===== src/rtl/ccu_compare_channel_pkg.sv =====
// Shared constants for the CCU capture/compare channels: SFR addresses and mode encodings.
package ccu_compare_channel_pkg;

  // Seven-bit SFR addresses of the CCLx/CCHx register pairs.
  localparam logic [6:0] CCL1_ID = 7'h42;
  localparam logic [6:0] CCH1_ID = 7'h43;
  localparam logic [6:0] CCL2_ID = 7'h44;
  localparam logic [6:0] CCH2_ID = 7'h45;
  localparam logic [6:0] CCL3_ID = 7'h46;
  localparam logic [6:0] CCH3_ID = 7'h47;

  // Channel mode field from CCEN.
  typedef enum logic [1:0] {
    CC_OFF     = 2'b00,
    CC_CAPEDGE = 2'b01,
    CC_COMPARE = 2'b10,
    CC_CAPWR   = 2'b11
  } cc_mode_e;

endpackage


===== src/rtl/ccu_compare_channel_capsync.sv =====
// Two-flop synchronizer for the asynchronous capture pin plus a rising-edge detector.
module ccu_capsync
  import ccu_compare_channel_pkg::*;
(
  input  logic clk,
  input  logic rst,
  input  logic capin,
  output logic rise
);

  logic sync1_q;
  logic sync2_q;
  logic prev_q;

  // Synchronizer chain and edge history; reset drops any edge in flight.
  always_ff @(posedge clk) begin
    if (rst) begin
      sync1_q <= 1'b0;
      sync2_q <= 1'b0;
      prev_q  <= 1'b0;
    end else begin
      sync1_q <= capin;
      sync2_q <= sync1_q;
      prev_q  <= sync2_q;
    end
  end

  assign rise = sync2_q & ~prev_q;

endmodule


===== src/rtl/ccu_compare_channel.sv =====
// One CCU capture/compare channel: CCLx/CCHx register pair, compare against timer 2,
// capture on pin edge or on CCL write.
module ccu_compare_channel
  import ccu_compare_channel_pkg::*;
#(
  parameter logic [6:0] CCL_ID = CCL1_ID,
  parameter logic [6:0] CCH_ID = CCH1_ID
) (
  input  logic        clk,
  input  logic        rst,
  input  logic [15:0] t2_count,
  input  logic        t2_ov,
  input  logic        capin,
  input  logic [1:0]  ccen_mode,
  input  logic [7:0]  sfrdatai,
  input  logic [6:0]  sfraddr,
  input  logic        sfrwe,
  output logic [7:0]  sfrdatao,
  output logic        compare,
  output logic        ov,
  output logic [1:0]  cocahl,
  output logic        irq
);

  cc_mode_e    mode;
  logic        rise;
  logic        wr_l;
  logic        wr_h;
  logic        cap_edge;
  logic        cap_wr;
  logic        match;
  logic        cmp_d;
  logic [15:0] cc_act_q, cc_act_d;
  logic [15:0] cc_shd_q, cc_shd_d;
  logic        match_prev_q;
  logic        compare_q;
  logic        ov_q;
  logic [1:0]  cocahl_q;
  logic        irq_q;

  assign mode = cc_mode_e'(ccen_mode);

  ccu_capsync u_capsync (
    .clk   (clk),
    .rst   (rst),
    .capin (capin),
    .rise  (rise)
  );

  assign wr_l     = sfrwe && (sfraddr == CCL_ID);
  assign wr_h     = sfrwe && (sfraddr == CCH_ID);
  assign cap_edge = (mode == CC_CAPEDGE) && rise;
  assign cap_wr   = (mode == CC_CAPWR) && wr_l;
  assign match    = (t2_count == cc_act_q);
  assign cmp_d    = (mode == CC_COMPARE) && match && !match_prev_q;

  // Shadow/active next state: captures win over writes; compare mode reloads only on t2_ov.
  always_comb begin
    cc_shd_d = cc_shd_q;
    if (wr_l && (mode != CC_CAPWR)) cc_shd_d[7:0] = sfrdatai;
    if (wr_h) cc_shd_d[15:8] = sfrdatai;
    if (cap_edge || cap_wr) cc_shd_d = t2_count;

    cc_act_d = cc_act_q;
    if (cap_edge || cap_wr) begin
      cc_act_d = t2_count;
    end else if (mode != CC_COMPARE || t2_ov) begin
      // Post-write shadow so a write coinciding with t2_ov is not lost.
      cc_act_d = cc_shd_d;
    end
  end

  // Channel registers and registered strobes.
  always_ff @(posedge clk) begin
    if (rst) begin
      cc_act_q     <= 16'h0000;
      cc_shd_q     <= 16'h0000;
      match_prev_q <= 1'b1;  // zero register vs zero count after reset must not strobe
      compare_q    <= 1'b0;
      ov_q         <= 1'b0;
      cocahl_q     <= 2'b00;
      irq_q        <= 1'b0;
    end else begin
      cc_act_q     <= cc_act_d;
      cc_shd_q     <= cc_shd_d;
      match_prev_q <= match;
      compare_q    <= cmp_d;
      ov_q         <= t2_ov;
      cocahl_q     <= ccen_mode;
      irq_q        <= cmp_d || cap_edge || cap_wr;
    end
  end

  // Read mux returns the active register bytes.
  always_comb begin
    sfrdatao = 8'h00;
    if (sfraddr == CCL_ID) sfrdatao = cc_act_q[7:0];
    else if (sfraddr == CCH_ID) sfrdatao = cc_act_q[15:8];
  end

  assign compare = compare_q;
  assign ov      = ov_q;
  assign cocahl  = cocahl_q;
  assign irq     = irq_q;

endmodule


===== config.mk =====
export PLATFORM = sky130hd
export DESIGN_NAME = ccu_compare_channel
export DESIGN_NICKNAME = d
export VERILOG_FILES = /design/src/rtl/ccu_compare_channel_pkg.sv /design/src/rtl/ccu_compare_channel_capsync.sv /design/src/rtl/ccu_compare_channel.sv
export SDC_FILE = /design/constraint.sdc
export NUM_CORES = 1
export LEC_CHECK = 0
export CORE_ASPECT_RATIO = 2
export CORE_MARGIN = 10
export CORE_UTILIZATION = 52
export CTS_CLUSTER_DIAMETER = 30
export DETAILED_ROUTE_END_ITERATION = 6
export GPL_TIMING_DRIVEN = 0
export HOLD_SLACK_MARGIN = 0.08
export PLACE_DENSITY_LB_ADDON = 0.05
export SLEW_MARGIN = 20
export SYNTH_ARGS = -nofsm -noshare
export SYNTH_HDL_FRONTEND = slang
export SYNTH_HIERARCHICAL = 1
export SYNTH_SLANG_ARGS = --single-unit

===== constraint.sdc =====
create_clock -name clk -period 5.7 [get_ports clk]
set_input_delay 1.14 -clock clk [delete_from_list [all_inputs] [get_ports clk]]
set_output_delay 1.14 -clock clk [all_outputs]
set_load 0.03 [all_outputs]

[Yosys cells after proc, flatten, opt, wreduce, memory -nomap -nowiden]
Cells that the tools add are included.
Word-level totals
  logic and storage cells: 40
  output and inout port bits: 13
  bits of input ports: 38
  flip-flop bits (word level): 41
Operators by class
  bitwise logic cells: 2
  reduce and logical (&&, ||, !) cells: 13
  equality and inequality tests: 8
  multiplexer cells: 7
Operators with widths (number)
  16-bit two-way mux: 3
  8-bit two-way mux: 4
  16-bit equality test: 1
  7-bit equality test (second input constant): 2
  1-bit logical AND: 7
  2-bit equality test (second input constant): 2
  1-bit logical OR: 4
  2-bit != test (second input constant): 2
  2-bit by 1-bit equality test with 1-bit output (second input constant): 1
  2-bit nonzero test: 1
  1-bit AND: 1
  1-bit logical NOT: 1
  1-bit inverter: 1

[Longest topological paths before layout]
  depth in word-level cells: 7
  gate-level depth with buffers: 6
  mapped depth without buffers: 5

[Cells and area by module]
Netlist, hierarchy kept.
Modules (own cells, without submodules)
  ccu_compare_channel: sequential area each 760.7 sq um, cells each 193, area each 1888.1 sq um, times used 1
  ccu_capsync: sequential area each 60.1 sq um, cells each 7, area each 87.6 sq um, times used 1

[Worst setup path before layout]
Ideal clock, no wire load.
  path kind: input to output
  start point: in sfraddr[0]
  end point: out sfrdatao[0]
  buffers on the path: 1
  data required time: 4560 ps
  arrival time: 2497 ps
  path slack: 2063 ps
  stages on the path: 4
  cells stage by stage: or4b_4 buf_6 nor2_1 a22o_1
On the way
  cells in the longest elaborated chain, start to end: 3
  elaborated cells on any way between the ends: 4
Ends and longest elaborated chain
  from (decl): RTL line ccu_compare_channel.sv:16  | input logic [6:0] sfraddr,
  7-bit equality test: RTL line ccu_compare_channel.sv:98  | else if (sfraddr == CCH_ID) sfrdatao = cc_act_q[15:8];
  8-bit two-way mux: RTL line ccu_compare_channel.sv:98
  8-bit two-way mux *: RTL line ccu_compare_channel.sv:97  | if (sfraddr == CCL_ID) sfrdatao = cc_act_q[7:0];
  to (decl): RTL line ccu_compare_channel.sv:18  | output logic [7:0] sfrdatao,
Mark *: on every way between the ends. The rest lies on a longest branch, timed or not.

[Worst setup path in the final report]
  start point: in sfraddr[3]
  end point: out sfrdatao[5]
The elaborated chain is that of the path after synthesis.

==> impl_metrics.ini <==
[final_layout]
final_area_um2 = 2630
final_nets = 295
final_util_pct = 72.1
finalNonFillerCells = 307
antennaDiodeCount = 0
layout.cells.most_common = clkdlybuf4s50_1
mostFrequentLayoutCells = 50 x clkdlybuf4s50_1, 41 x dfxtp_1, 16 x a22o_1, 16 x xor2_1, 12 x nor2_1
areaGrowthSynthToFinish_pct = 33.1
drive_above_1_share_pct = 8.53

[place]
dp_hpwl_um = 4370
placed_area_um2 = 2540
port_buffers = 50
gp_congestion = 0.865
place_inst = 299
dp_slack_ns = 0.879

[pwr]
peakVddDrop_mv = 0.330
swShare_pct = 25.4
clockPowerShare_pct = 33.4
p_int_mw = 0.416
p_leak_nw = 1.07
switchingPower_mw = 0.141
power_density_nw_per_um2 = 212
comb_power_share_pct = 13.5
seqPwrFrac_pct = 53.1

[critical_path]
path_depth = 6
critPathTopFamily = buffers and inverters
critical_path_buf_inv_count = 3
critPathSlowestCell = clkdlybuf4s50_1
startpoint_type = input port
path_max_fanout = 10
cp_common_cell = clkdlybuf4s50_1
arrival_ns = 3.66
cp.required_ns = 4.56
path_class = in -> out
cp_cell_sequence = clkdlybuf4s50_1 > or4b_4 > buf_6 > nor2_1 > a22o_1 > clkdlybuf4s50_1
reg2reg_depth = 6
critPathCaptureType = output pin
max_stage_delay_ns = 0.67

[synthesis]
synth-simple-area-share_pct = 15.1
synthAdderAreaFrac_pct = 0
synth_xor_xnor_area_share_pct = 7.09
syn_area_per_cell_um2 = 9.88
synth_fp_nets = 238
muxShareOfSynthArea_pct = 4.05
synth_compound_area_share_pct = 26.7
synth-edff-count = 0
ys_seq_area_share_pct = 41.5
yosysUniqueCellTypes = 36
synth_warnings = 6
synth_area_um2 = 1980
netlist_instances = 200
synth_ff_type = dfxtp_1
synth_top_family_by_area = compound AO/OA/AOI/OAI gates
async_flop_share_pct = 0
ys_ff_latch = 41

[floorplan]
die_h_um = 107
fp.dieW_um = 63.6
io_pins = 51
num_rows = 31
coreArea_um2 = 3650
dieArea_um2 = 6810
start_util_pct = 54.2

[timing]
rsz0062_at_grt = no
tightestPinTransition_ns = 0.801
finalCritPeriodShare_pct = 84.3
clock_skew_ns = 0.0145
period_minus_slack_ns = 4.80
setup_tns_ns = 0
max_slew_margin_pct = 46.2
slew_viol_final = 0
clock.fmax_ghz = 0.208
fin_ws_ns = 0.897
setup_viol = 0
finalHoldViolations = 0

[clocking]
clock_sinks = 41
cts-resized-gates = 0
cts_root_buffer = clkbuf_8
clk_pin_slew_ns = 0.07
cts_inserted_buffers = 5
clk_latency_ns = 0.30
post_cts_buffers = 0
holdBufCountCts = 0
clk_path_buf_depth = 2
cts_tree = yes
h-tree-depth = 2

[route]
drt_first_pass_iters = 4
drc = 0
vias = 1757
wl_per_cell_um = 17.8
routed_wl_um = 5450
drt_iter0_markers = 59
viasPerCell = 5.72
antenna_left = 0

[min_path]
hold_path.class = reg -> reg
holdPathStages = 1

[run]
maxCapViolCount = 0

[grt]
grt_pass1_vias = 1828
grt_antenna_before_repair = 0
grt_first_pass_wirelength_um = 8940
grt_overflow = 0
grt_use_total_pct = 16.0
grt_max_degree = 14

[outcome]
outcome = finished, final reports clean
## worst reg2reg max path, stage by stage (launching register included)
cell and delay [ns]:
dfxtp_1 0.31, nor2b_2 0.14, nand3b_1 0.34, o31a_1 0.39, buf_2 0.30, nor2_1 0.07
a211oi_1 0.20
## kinds of logic (layout without fill, tap and decap cells)
| family | after synthesis | after routing |
|---|---|---|
| mux | 8 | 8 |
| compound gates | 61 | 61 |
| buf+inv | 22 | 80 |
| simple gates | 52 | 52 |
| flops | 41 | 41 |
| xor+xnor | 16 | 16 |
## final timing paths
path                     start                end  slack (ns)
min          u_capsync/sync1_q  u_capsync/sync2_q        0.45
max                 sfraddr[3]        sfrdatao[5]        0.90
max reg2reg  u_capsync/sync2_q       cc_shd_q[14]        3.88
min reg2reg  u_capsync/sync1_q  u_capsync/sync2_q        0.45
## layout make-up
class / count / area [um2]
Fill cell: 311 / 1020
Timing Repair Buffer: 50 / 500
Inverter: 9 / 33.8
Buffer: 13 / 75.1
Multi-Input combinational cell: 137 / 1050
Sequential cell: 41 / 821
Clock inverter: 3 / 17.5
Tap cell: 49 / 61.3
Clock buffer: 5 / 68.8
## metal layers
metal  track usage (%)  part of all wire [%]  vias to the layer above
met2              28.9                    54                       51
met5                 0                     0                        -
met1              17.2                    40                      819
li1                  -                     -                      879
met3              4.07                   4.7                        8
met4              5.97                   1.3                        0
## synthesized netlist by cell type (all sizes together) (2+ instances only)
library cell  instances  share of area [%]
a211oi                8                3.0
a22o                 16                7.1
a32oi                 8                3.5
and2b                 3                1.1
buf                   8                2.8
clkbuf                5               0.95
dfxtp                41                 42
inv                   9                1.7
mux2i                 8                4.1
nand2                 3               0.57
nand2b                2               0.63
nand3                 8                2.0
nor2                 12                2.3
nor2b                11                3.6
nor4                  5                1.6
o211ai                8                3.0
o221ai                8                4.5
o31ai                 9                4.1
xor2                 16                7.1
## power groups by stage
stage               logic [mW]  clock network [mW]  registers [mW]
floorplan               0.0294                   0           0.304
global placement        0.0739                   0           0.302
detailed placement      0.0750                   0           0.303
CTS                     0.0754               0.189           0.296
global route            0.0814               0.200           0.296
finish                  0.0755               0.186           0.296
## registers in the layout, indices dropped and copies added (netlist names)
| register | count |
|---|---|
| match_prev_q | 1 |
| u_capsync/sync2_q | 1 |
| irq | 1 |
| cocahl | 2 |
| u_capsync/prev_q | 1 |
| compare | 1 |
| cc_shd_q | 16 |
| cc_act_q | 16 |
| ov | 1 |
| u_capsync/sync1_q | 1 |
## through the flow
stage / hold slack, ns / power, mW
floorplan: 0.414 / 0.334
global placement: 0.422 / 0.376
detailed placement: 0.440 / 0.378
CTS: 0.458 / 0.560
global route: 0.474 / 0.578
finish: 0.451 / 0.557
Power figures use the tool's default switching activity.
